===== config.mk =====
export PLATFORM = sky130hd
export DESIGN_NAME = speed_selector_flat
export DESIGN_NICKNAME = d
export VERILOG_FILES = /design/src/rtl/speed_sel_pkg.sv /design/src/rtl/speed_selector_if.sv /design/src/rtl/btn_debounce.sv /design/src/rtl/speed_selector.sv /design/src/flat_wrapper.sv
export SDC_FILE = /design/constraint.sdc
export NUM_CORES = 1
export LEC_CHECK = 0
export ABC_AREA = 1
export BUFFER_PORTS_ARGS = -buffer_cell sky130_fd_sc_hd__clkbuf_2
export CAP_MARGIN = 0
export CORE_ASPECT_RATIO = 1.75
export CORE_MARGIN = 5
export CORE_UTILIZATION = 60
export CTS_BUF_LIST = sky130_fd_sc_hd__clkbuf_4 sky130_fd_sc_hd__clkbuf_8 sky130_fd_sc_hd__clkbuf_16
export CTS_CLUSTER_DIAMETER = 200
export DETAILED_ROUTE_END_ITERATION = 12
export PLACE_DENSITY = 0.81
export SETUP_SLACK_MARGIN = 0.5
export SYNTH_ARGS = -nofsm -noshare
export SYNTH_HDL_FRONTEND = slang
export SYNTH_SLANG_ARGS = --single-unit

===== constraint.sdc =====
create_clock -name clk -period 4.1 [get_ports clk]
set_clock_uncertainty 0.05 [all_clocks]
set_input_delay 0.205 -clock clk [delete_from_list [all_inputs] [get_ports clk]]
set_output_delay 0.205 -clock clk [all_outputs]
set_load 0.02 [all_outputs]

===== src/rtl/speed_sel_pkg.sv =====
// Shared constants and debounce FSM encoding for the speed selector.
package speed_sel_pkg;

  localparam int unsigned LEVEL_W = 2;
  localparam int unsigned CNT_W   = 24;

  localparam logic [LEVEL_W-1:0] LEVEL_MIN = 2'd0;
  localparam logic [LEVEL_W-1:0] LEVEL_MAX = 2'd3;

  typedef enum logic [1:0] {
    StIdle,
    StPressWait,
    StPressed,
    StReleaseWait
  } db_state_e;

endpackage


===== src/rtl/speed_selector_if.sv =====
// Button inputs and level/debounce outputs of the speed selector.
interface speed_selector_if;
  import speed_sel_pkg::*;

  logic               btn_up;
  logic               btn_down;
  logic [LEVEL_W-1:0] level;
  logic               level_changed;
  logic               up_db;
  logic               down_db;

  modport master (
    output btn_up,
    output btn_down,
    input  level,
    input  level_changed,
    input  up_db,
    input  down_db
  );

  modport slave (
    input  btn_up,
    input  btn_down,
    output level,
    output level_changed,
    output up_db,
    output down_db
  );

endinterface


===== src/rtl/btn_debounce.sv =====
// Two-flop synchronizer plus debounce FSM; emits a one-cycle press pulse and
// the debounced button state.
module btn_debounce
  import speed_sel_pkg::*;
#(
  parameter int unsigned DEBOUNCE_CYCLES = 1000000
) (
  input  logic clk,
  input  logic rst,
  input  logic btn_i,
  output logic press_o,
  output logic db_o
);

  localparam logic [CNT_W-1:0] CntLast = CNT_W'(DEBOUNCE_CYCLES - 1);

  logic [1:0]       sync_q;
  db_state_e        state_q;
  logic [CNT_W-1:0] cnt_q;
  logic             press_q;
  logic             db_q;
  logic             btn_s;

  assign btn_s = sync_q[1];

  always_ff @(posedge clk) begin
    if (rst) begin
      sync_q  <= 2'b00;
      state_q <= StIdle;
      cnt_q   <= '0;
      press_q <= 1'b0;
      db_q    <= 1'b0;
    end else begin
      sync_q  <= {sync_q[0], btn_i};
      press_q <= 1'b0;
      case (state_q)
        StIdle: begin
          if (btn_s) begin
            state_q <= StPressWait;
            cnt_q   <= '0;
          end
        end
        StPressWait: begin
          if (!btn_s) begin
            state_q <= StIdle;
          end else if (cnt_q == CntLast) begin
            // Counter stops here; the next entry into a wait state clears it.
            state_q <= StPressed;
            press_q <= 1'b1;
            db_q    <= 1'b1;
          end else begin
            cnt_q <= cnt_q + 1'b1;
          end
        end
        StPressed: begin
          if (!btn_s) begin
            state_q <= StReleaseWait;
            cnt_q   <= '0;
          end
        end
        StReleaseWait: begin
          if (btn_s) begin
            state_q <= StPressed;
          end else if (cnt_q == CntLast) begin
            state_q <= StIdle;
            db_q    <= 1'b0;
          end else begin
            cnt_q <= cnt_q + 1'b1;
          end
        end
        default: state_q <= StIdle;
      endcase
    end
  end

  assign press_o = press_q;
  assign db_o    = db_q;

endmodule


===== src/rtl/speed_selector.sv =====
// Two debounced buttons step a 2-bit speed level. Define SPEED_SEL_WRAP_EN to
// wrap 3->0 / 0->3 instead of saturating.
module speed_selector
  import speed_sel_pkg::*;
#(
  parameter int unsigned        DEBOUNCE_CYCLES = 1000000,
  parameter logic [LEVEL_W-1:0] RESET_LEVEL     = 2'b01
) (
  input  logic             clk,
  input  logic             rst,
  speed_selector_if.slave  bus
);

  logic               up_press;
  logic               down_press;
  logic               up_db;
  logic               down_db;
  logic [LEVEL_W-1:0] level_q;
  logic [LEVEL_W-1:0] level_d;
  logic               changed_q;
  logic               changed_d;

  btn_debounce #(
    .DEBOUNCE_CYCLES(DEBOUNCE_CYCLES)
  ) u_up (
    .clk    (clk),
    .rst    (rst),
    .btn_i  (bus.btn_up),
    .press_o(up_press),
    .db_o   (up_db)
  );

  btn_debounce #(
    .DEBOUNCE_CYCLES(DEBOUNCE_CYCLES)
  ) u_down (
    .clk    (clk),
    .rst    (rst),
    .btn_i  (bus.btn_down),
    .press_o(down_press),
    .db_o   (down_db)
  );

  // Simultaneous up and down presses cancel out.
  always_comb begin
    level_d = level_q;
    if (up_press && !down_press) begin
`ifdef SPEED_SEL_WRAP_EN
      level_d = level_q + LEVEL_W'(1);
`else
      if (level_q != LEVEL_MAX) level_d = level_q + LEVEL_W'(1);
`endif
    end else if (down_press && !up_press) begin
`ifdef SPEED_SEL_WRAP_EN
      level_d = level_q - LEVEL_W'(1);
`else
      if (level_q != LEVEL_MIN) level_d = level_q - LEVEL_W'(1);
`endif
    end
  end

  assign changed_d = (level_d != level_q);

  always_ff @(posedge clk) begin
    if (rst) begin
      level_q   <= RESET_LEVEL;
      changed_q <= 1'b0;
    end else begin
      level_q   <= level_d;
      changed_q <= changed_d;
    end
  end

  assign bus.level         = level_q;
  assign bus.level_changed = changed_q;
  assign bus.up_db         = up_db;
  assign bus.down_db       = down_db;

endmodule


===== src/flat_wrapper.sv =====
// flat-port wrapper written by rule: the top's interface ports become plain ports
module speed_selector_flat import speed_sel_pkg::*;
#(
  parameter int unsigned        DEBOUNCE_CYCLES = 1000000,
  parameter logic [LEVEL_W-1:0] RESET_LEVEL     = 2'b01
)
  (clk, rst, bus_btn_up, bus_btn_down, bus_level, bus_level_changed, bus_up_db, bus_down_db);
  speed_selector_if bus_i ();
  input  logic clk;
  input  logic rst;
  input wire logic [$bits(bus_i.btn_up)-1:0] bus_btn_up;
  input wire logic [$bits(bus_i.btn_down)-1:0] bus_btn_down;
  output wire logic [$bits(bus_i.level)-1:0] bus_level;
  output wire logic [$bits(bus_i.level_changed)-1:0] bus_level_changed;
  output wire logic [$bits(bus_i.up_db)-1:0] bus_up_db;
  output wire logic [$bits(bus_i.down_db)-1:0] bus_down_db;
  assign bus_i.btn_up = bus_btn_up;
  assign bus_i.btn_down = bus_btn_down;
  assign bus_level = bus_i.level;
  assign bus_level_changed = bus_i.level_changed;
  assign bus_up_db = bus_i.up_db;
  assign bus_down_db = bus_i.down_db;
  speed_selector #(.DEBOUNCE_CYCLES(DEBOUNCE_CYCLES), .RESET_LEVEL(RESET_LEVEL)) u_core (.clk(clk), .rst(rst), .bus(bus_i));
endmodule

## Word-level counts from Yosys, hierarchy flattened

Cells that the tools add are included.
Widths: inputs -> output; s select.

| word-level totals | value |
|---|---|
| register bits | 63 |
| output and inout port bits | 5 |
| logic and storage cells | 105 |

| cells by class | value |
|---|---|
| add/sub/neg operators | 4 |
| equality and inequality tests | 26 |
| multiplexer cells | 42 |
| bitwise logic cells | 4 |
| reductions and logical operators | 17 |

Operator list:

| kind | count |
|---|---|
| $mux 24 | 10 |
| $pmux 24 s4 | 2 |
| $add 24x1->24 const B | 2 |
| $eq 24x20->1 const B | 2 |
| $mux 2 | 16 |
| $ne 2x2->1 const B | 13 |
| $pmux 2 s4 | 2 |
| $reduce_and 4->1 | 4 |
| $ne 3x3->1 const B | 4 |
| $mux 1 | 10 |
| $reduce_and 5->1 | 2 |
| $eq 2x2->1 const B | 4 |
| $reduce_bool 2->1 | 3 |
| $reduce_or 3->1 | 2 |
| $eq 2x1->1 const B | 2 |
| $logic_not 2->1 | 2 |
| $not 1->1 | 4 |
| $pmux 1 s2 | 2 |
| $add 2x1->2 const B | 1 |
| $logic_and 1x1->1 | 2 |
| $logic_not 1->1 | 2 |
| $ne 2x2->1 | 1 |
| $sub 2x1->2 const B | 1 |

## Logic depth before layout (Yosys ltp)

Gate-level depths: netlist of the first run.

| depth | value |
|---|---|
| word-level depth | 5 |
| depth in mapped cells | 12 |
| mapped depth without buffers | 11 |

## Hierarchy

From an unflattened synthesis of the first run, not the netlist that was laid out.

| second synthesis, totals | value |
|---|---|
| cell total of the unflattened synthesis | 658 |
| area, all modules | 3997.6 um^2 |

By module, submodules not included:

| module | instances | cells each | area each (um^2) | sequential area each (um^2) |
|---|---|---|---|---|
| btn_debounce at u_core.u_up | 1 | 316 | 1930.6 | 600.6 |
| btn_debounce at u_core.u_down | 1 | 314 | 1900.6 | 600.6 |
| speed_selector | 1 | 28 | 166.4 | 60.1 |

## Least setup slack after synthesis of the first run

OpenSTA, ideal clock, no wires.

| path | value |
|---|---|
| path kind | register to register |
| start point | register u_core.u_down.cnt_q[0] |
| end point | register u_core.u_down.cnt_q[12] |
| arrival time | 1.399 ns |
| slack | 2.519 ns |
| stages on the path, launching flop included | 10 |
| buffers on the path | 1 |
| cell sequence | dfxtp_1 ha_1 nand3_2 nor2_1 nand3_2 nor2_2 nor2_1 buf_6 nand2_1 a21oi_2 |

| between the ends | value |
|---|---|
| cells in the longest elaborated chain, start to end | 4 |
| elaborated cells on any way between the ends | 6 |

RTL lines:

| element | line | RTL |
|---|---|---|
| start, declared | btn_debounce.sv:19 | `logic [CNT_W-1:0] cnt_q;` |
| start signal, assigned | btn_debounce.sv:52 | `cnt_q <= cnt_q + 1'b1;` |
| start signal, assigned | btn_debounce.sv:68 | `cnt_q <= cnt_q + 1'b1;` |
| $add 24x1->24 or $eq 24x20->1 (tied branches) | - |  |
| $mux 24 (*) | btn_debounce.sv:46, btn_debounce.sv:64 |  |
| $mux 24 (on tied branches) | btn_debounce.sv:62, btn_debounce.sv:44 |  |
| $pmux 24 s4 (*) | btn_debounce.sv:36 | `case (state_q)` |

Mark *: on every way between the ends. The rest lies on a longest branch, timed or not. The select of a mux whose other input is x is not followed.
A chain may end at the register's enable or synchronous reset.

## Worst setup path after layout of the first run

| path | value |
|---|---|
| start point | register u_core.u_down.cnt_q[0] |
| end point | register u_core.u_down.cnt_q[9] |

The elaborated chain is that of the path after synthesis.

==> out/metrics.yaml, run 1 <==
cts_tree: "yes"
cp-end-kind: "flop"
seq_area_frac_synth_pct: 33.1
grt_pass1_vias: 3848
place_inst: 685
ctsResizeCount: 0
clock-sinks: 63
synth-edff-count: 0
die_area_sq_um: 8110
viasPerCell: 5.45
max-slew-margin-rel_pct: 35.2
synthCells: 610
num_rows: 38
grtUsageTotal_pct: 25.6
synth_area_leader_cell: "dfxtp_1"
p_leak_nw: 1.60
arrival_ns: 2.44
die_w_um: 70.2
place_congestion: 0.931
cts_buffers: 9
max_clock_freq_mhz: 450
clockBufferDepth: 2
path_clk_slew_ns: 0.07
post-route-period-util_pct: 54.2
register_area_sq_um: 1260
wl_per_cell_um: 13.8
slowest_delay_ns: 0.74
core_sq_um: 6180
root_buffer: "clkbuf_8"
ys_top_cells_by_area: "dfxtp_1, nand2_1, nor2_1, inv_1, nand3_1"
path_max_fanout: 12
setup_tns_ns: 0
vias: 3832
synth_cell_types: 36
path_cells: "ha_1 -> nand3_2 -> nor2_1 -> nand3_2 -> nor2_2 -> nor2_1 -> nand2_1 -> a21oi_2"
n_antenna_cell: 0
synth.ff_latch_count: 63
antenna_found_initial: 0
maxCapViolations: 0
grt_pass1_wl_um: 16500
netlist.area_leader.share_pct: 33.1
multi_input_area_sq_um: 2150
port-buffer-count: 8
clock_latency_ns: 0.35
crit_type: "flop to flop"
hold_class: "flop to flop"
pin_count: 9
powerDensity_nw_per_um2: 306
setup_viol: 0
drv_slew: 0
worst_slew_pin_slew_ns: 0.968
crit_required_ns: 4.32
yosys_warnings: 0
synthFlopType: "dfxtp_1"
die_y_um: 115
postSynthAreaPerCell_sq_um: 6.25
rsz0062_at_grt: "no"
dp_hpwl_um: 7070
async_reset_ff_share_pct: 0
first_iter_violations: 272
area_growth_pct: 7.29
post-route-min-period_ns: 2.22
syn_nets: 616
start_util_pct: 61.6
synth_area_sq_um: 3810
stdcell_count: 703
h-tree-depth: 3
gr-total-overflow: 0
fin_util_pct: 66.1
remaining_drc_errors: 0
vdd_ir_drop_max_mv: 0.269
fin_nets: 624
fillCellCount: 612
finalHoldViolations: 0
slowest_stage: "nor2_1"
first_pass_iters: 5
status: "finished, final reports clean"
antenna_left: 0
drive_gt1_share_pct: 8.35
wl_um: 9680
startpoint_type: "flop"
grt_max_degree: 39
metrics by stage:
step / setup WS, ns / instance area [sq um] / hold WS, ns / power [W]
2_1_floorplan: 2.52 / 3810 / 0.262 / 0.000663
3_3_place_gp: 2.06 / 3850 / 0.339 / 0.000669
3_5_place_dp: 1.96 / 3850 / 0.347 / 0.000670
4_1_cts: 1.94 / 4090 / 0.356 / 0.00126
5_1_grt: 1.79 / 4090 / 0.395 / 0.00129
6_report: 1.88 / 4090 / 0.353 / 0.00125
cell usage in the layout (no fill, tap or decap), types with 8 or more instances in the layout:
| cell | count |
|---|---|
| a21oi_1 | 34 |
| clkbuf_8 | 12 |
| inv_1 | 71 |
| nand3_1 | 45 |
| nor3_1 | 10 |
| xor2_1 | 12 |
| nor2_1 | 105 |
| dfxtp_1 | 63 |
| o21ai_0 | 19 |
| nand2_1 | 176 |
| clkbuf_2 | 8 |
| nand4_1 | 11 |
worst max-delay path, delay by kind of cell, from the launching register on:
family | cells | cell delay (ns)
flip-flops | 1 | 0.34
AND/OR/NAND/NOR | 6 | 1.32
AO/OA/AOI/OAI | 1 | 0.15
adder cells (fa/ha/maj) | 1 | 0.26
per-layer routing:
metal | GRT usage, % | up-vias | share of wire, %
met4 | 22.1 | 0 | 7.2
met1 | 23.9 | 1729 | 37
met5 | 0 | - | 0
met3 | 4.77 | 62 | 4.0
li1 | - | 1922 | -
met2 | 46.8 | 119 | 52
registers in the layout (all words and copies together) (netlist names), named ones only:
name and count:
u_core.bus.level 2, u_core.bus.level_changed 1, u_core.u_down.cnt_q 24, u_core.u_down.db_o 1
u_core.u_down.press_o 1, u_core.u_down.state_q 1, u_core.u_down.sync_q 2, u_core.u_up.cnt_q 24
u_core.u_up.db_o 1, u_core.u_up.press_o 1, u_core.u_up.state_q 1, u_core.u_up.sync_q 2
power breakdown:
| part | leakage [nW] | switching, W | total (W) | internal, W |
|---|---|---|---|---|
| sequential | 0.508 | 0.00000274 | 0.000617 | 0.000614 |
| clock | 0.110 | 0.000248 | 0.000592 | 0.000345 |
| combinational | 0.978 | 0.0000313 | 0.0000411 | 0.00000980 |
| total | 1.60 | 0.000282 | 0.00125 | 0.000969 |
repair_timing:
item,4_1_cts,5_1_grt
endpoints found under the hold margin,2,0
buffers inserted,0,0
hold buffers,2,0
logic make-up after synthesis:
family | share of synthesized area (%)
xor+xnor | 3.45
flops | 33.1
fa+ha+maj | 0.657
buf+inv | 10.4
simple gates | 43.3
compound gates | 9.03
worst paths after layout:
path	startpoint	end	slack [ns]	cells after the start
max	u_core.u_down.cnt_q[0]	u_core.u_down.cnt_q[9]	1.88	8
min	u_core.u_up.sync_q[0]	u_core.u_up.sync_q[1]	0.35	2
max reg2reg	u_core.u_down.cnt_q[0]	u_core.u_down.cnt_q[9]	1.88	8
min reg2reg	u_core.u_up.sync_q[0]	u_core.u_up.sync_q[1]	0.35	2
synthesized netlist by cell type (5+ instances only):
| cell | count |
|---|---|
| inv_1 | 71 |
| nor2_4 | 5 |
| nor3_1 | 10 |
| o21ai_0 | 19 |
| nor2_1 | 105 |
| a21oi_1 | 34 |
| buf_6 | 5 |
| dfxtp_1 | 63 |
| nand2_1 | 176 |
| nand3_1 | 45 |
| nand4_1 | 11 |
| xor2_1 | 12 |
final cells by class:
cell class	count	share of cell area, %
well taps	80	2.45
clock buffers	14	4.41
multi-input cells	456	52.6
inverters	77	7.07
flip-flops and latches	63	30.9
repair buffers	11	1.65
clock inverters	2	0.918
Power figures use the tool's default switching activity.
==> inputs of run 2 (changes only) <==
- clock period: 4.1 -> 2.1 ns (I/O delays scaled with it)
==> run 2 against run 1 <==
  * Die area did not move
  * Highest routed layer unchanged
  * Critical path type unchanged
  * Sequential share of layout area fell by 4.5 points
  * Critical endpoint is now u_core.u_down.cnt_q[6]
  * Worst setup slack got worse by 1.6 ns
  * Clock power rose by 72%
  * Maximum frequency rose by 23%
==> out/metrics.yaml, run 2 (synthesized netlist as in run 1, its figures left out) <==
status: "finished, final reports clean"
crit_required_ns: 2.32  # -2.00 ns
wl_um: 13700  # +41%
grt_max_degree: 19  # -51%
hold_class: "input port to flop"
post-route-period-util_pct: 85.8  # +32 points
crit_type: "flop to flop"
cts_tree: "yes"
layout_common_cells: "nand2_1, nor2_1, inv_1, dfxtp_1"
path_clk_slew_ns: 0.08  # about the same
fin_nets: 668  # +7.1%
grtUsageTotal_pct: 28.1  # +2.5 points
top_regs: "u_core.u_down.cnt_q x24, u_core.u_up.cnt_q x24"
finalHoldViolations: 0  # unchanged
place_congestion: 1.00  # +7.4%
start_util_pct: 61.6  # unchanged
powerDensity_nw_per_um2: 468  # +53%
first_iter_violations: 502  # +85%
arrival_ns: 2.02  # -0.42 ns
h-tree-depth: 3  # unchanged
port-buffer-count: 8  # unchanged
die_area_sq_um: 8110  # unchanged
num_rows: 38  # unchanged
first_pass_iters: 7  # +2
area_growth_pct: 31.0
pin_count: 9  # unchanged
cp-end-kind: "flop"
vias: 4456  # +16%
remaining_drc_errors: 0  # unchanged
die_y_um: 115  # unchanged
setup_tns_ns: 0  # unchanged
dp_hpwl_um: 7560  # +6.9%
drive_gt1_share_pct: 32.8  # +24 points
startpoint_type: "flop"
maxCapViolations: 0  # unchanged
power.total_w: 0.00234  # +87%
clock_latency_ns: 0.36  # about the same
antenna_found_initial: 0  # unchanged
p_leak_nw: 1.94  # +21%
max-slew-margin-rel_pct: 63.4  # +28 points
register_area_sq_um: 1320  # +4.3%
clockBufferDepth: 2  # unchanged
cts_buffers: 9  # unchanged
root_buffer: "clkbuf_8"
viasPerCell: 5.99  # +9.9%
setup_viol: 0  # unchanged
max_clock_freq_mhz: 555  # +23%
rsz0062_at_grt: "yes"
wl_per_cell_um: 18.4  # +34%
vdd_ir_drop_max_mv: 0.447  # +66%
gr-total-overflow: 0  # unchanged
multi_input_area_sq_um: 2680  # +24%
core_sq_um: 6180  # unchanged
worst_slew_pin_slew_ns: 0.547  # -0.421 ns
grt_pass1_wl_um: 17800  # +7.7%
final_common_cell: "nand2_1"
min_from: "rst"
drv_slew: 0  # unchanged
path_max_fanout: 11  # -1
clock-sinks: 63  # unchanged
die_w_um: 70.2  # unchanged
fillCellCount: 404  # -34%
grt_pass1_vias: 4019  # +4.4%
post-route-min-period_ns: 1.80  # -0.421 ns
n_antenna_cell: 0  # unchanged
antenna_left: 0  # unchanged
## run 2: changes by cell type in the layout (fill, tap and decap cells not counted), moves of 15 or more
cell | before | now
buf_4 | 1 | 31
nor2_1 | 105 | 75
dfxtp_1 | 63 | 32
nor2_4 | 5 | 20
nand2_1 | 176 | 158
nor2_2 | 4 | 20
dfxtp_2 | 0 | 25
## run 2: critical path, stage by stage (launching register included)
cell and delay [ns]:
dfxtp_1 0.35, xnor2_2 0.48, inv_2 0.35, nand2_8 0.19, nand2_1 0.08, a21oi_1 0.22
## run 2: path summary, 6_finish.rpt
kind         depth (start not counted)                endpoint  slack [ns]
max                                  5  u_core.u_down.cnt_q[6]        0.30
min                                  2   u_core.u_up.cnt_q[20]        0.12
max reg2reg                          5  u_core.u_down.cnt_q[6]        0.30
min reg2reg                          2   u_core.u_up.sync_q[1]        0.36
## run 2: through the flow
stage                     hold slack, ns  cell area (sq um)  worst slack (ns)  std cells  util, %
after global routing               0.149               4990             0.259        744     80.8
after CTS                          0.102               4440             0.451        726     71.8
final                              0.124               4990             0.299        744     80.8
after floorplan                    0.162               3810             0.519        610        -
after detailed placement           0.257               3970             0.125        701     64.2
after global placement             0.249               3970             0.184        701     64.2
## run 2: repair_timing
item,CTS,global route
hold endpoints to repair,2,0
gates resized for setup,50,137
cloned,4,3
endpoints found under the setup margin,51,53
pin swaps,12,38
hold buffers,2,0
buffers inserted,6,15
## run 2: layer usage
layer	vias up	GRT usage, %	wire [um]
li1	2027	-	-
met1	1991	24.5	4150
met2	292	52.3	7080
met3	146	6.94	911
met4	0	23.9	1540
met5	-	0	0
## run 2: cell type report
| cell class | instances | share of cell area [%] |
|---|---|---|
| multi-input cells | 460 | 53.7 |
| flip-flops and latches | 63 | 26.3 |
| repair buffers | 50 | 8.35 |
| inverters | 77 | 6.04 |
| clock buffers | 11 | 2.78 |
| well taps | 80 | 2.01 |
| clock inverters | 2 | 0.702 |
| repair inverters | 1 | 0.125 |
## run 2: report_power, final
part	internal, W	total [W]	switching (W)
logic	0.0000345	0.000120	0.0000859
clock network	0.000553	0.00102	0.000467
registers	0.00119	0.00120	0.00000514
total	0.00178	0.00234	0.000558
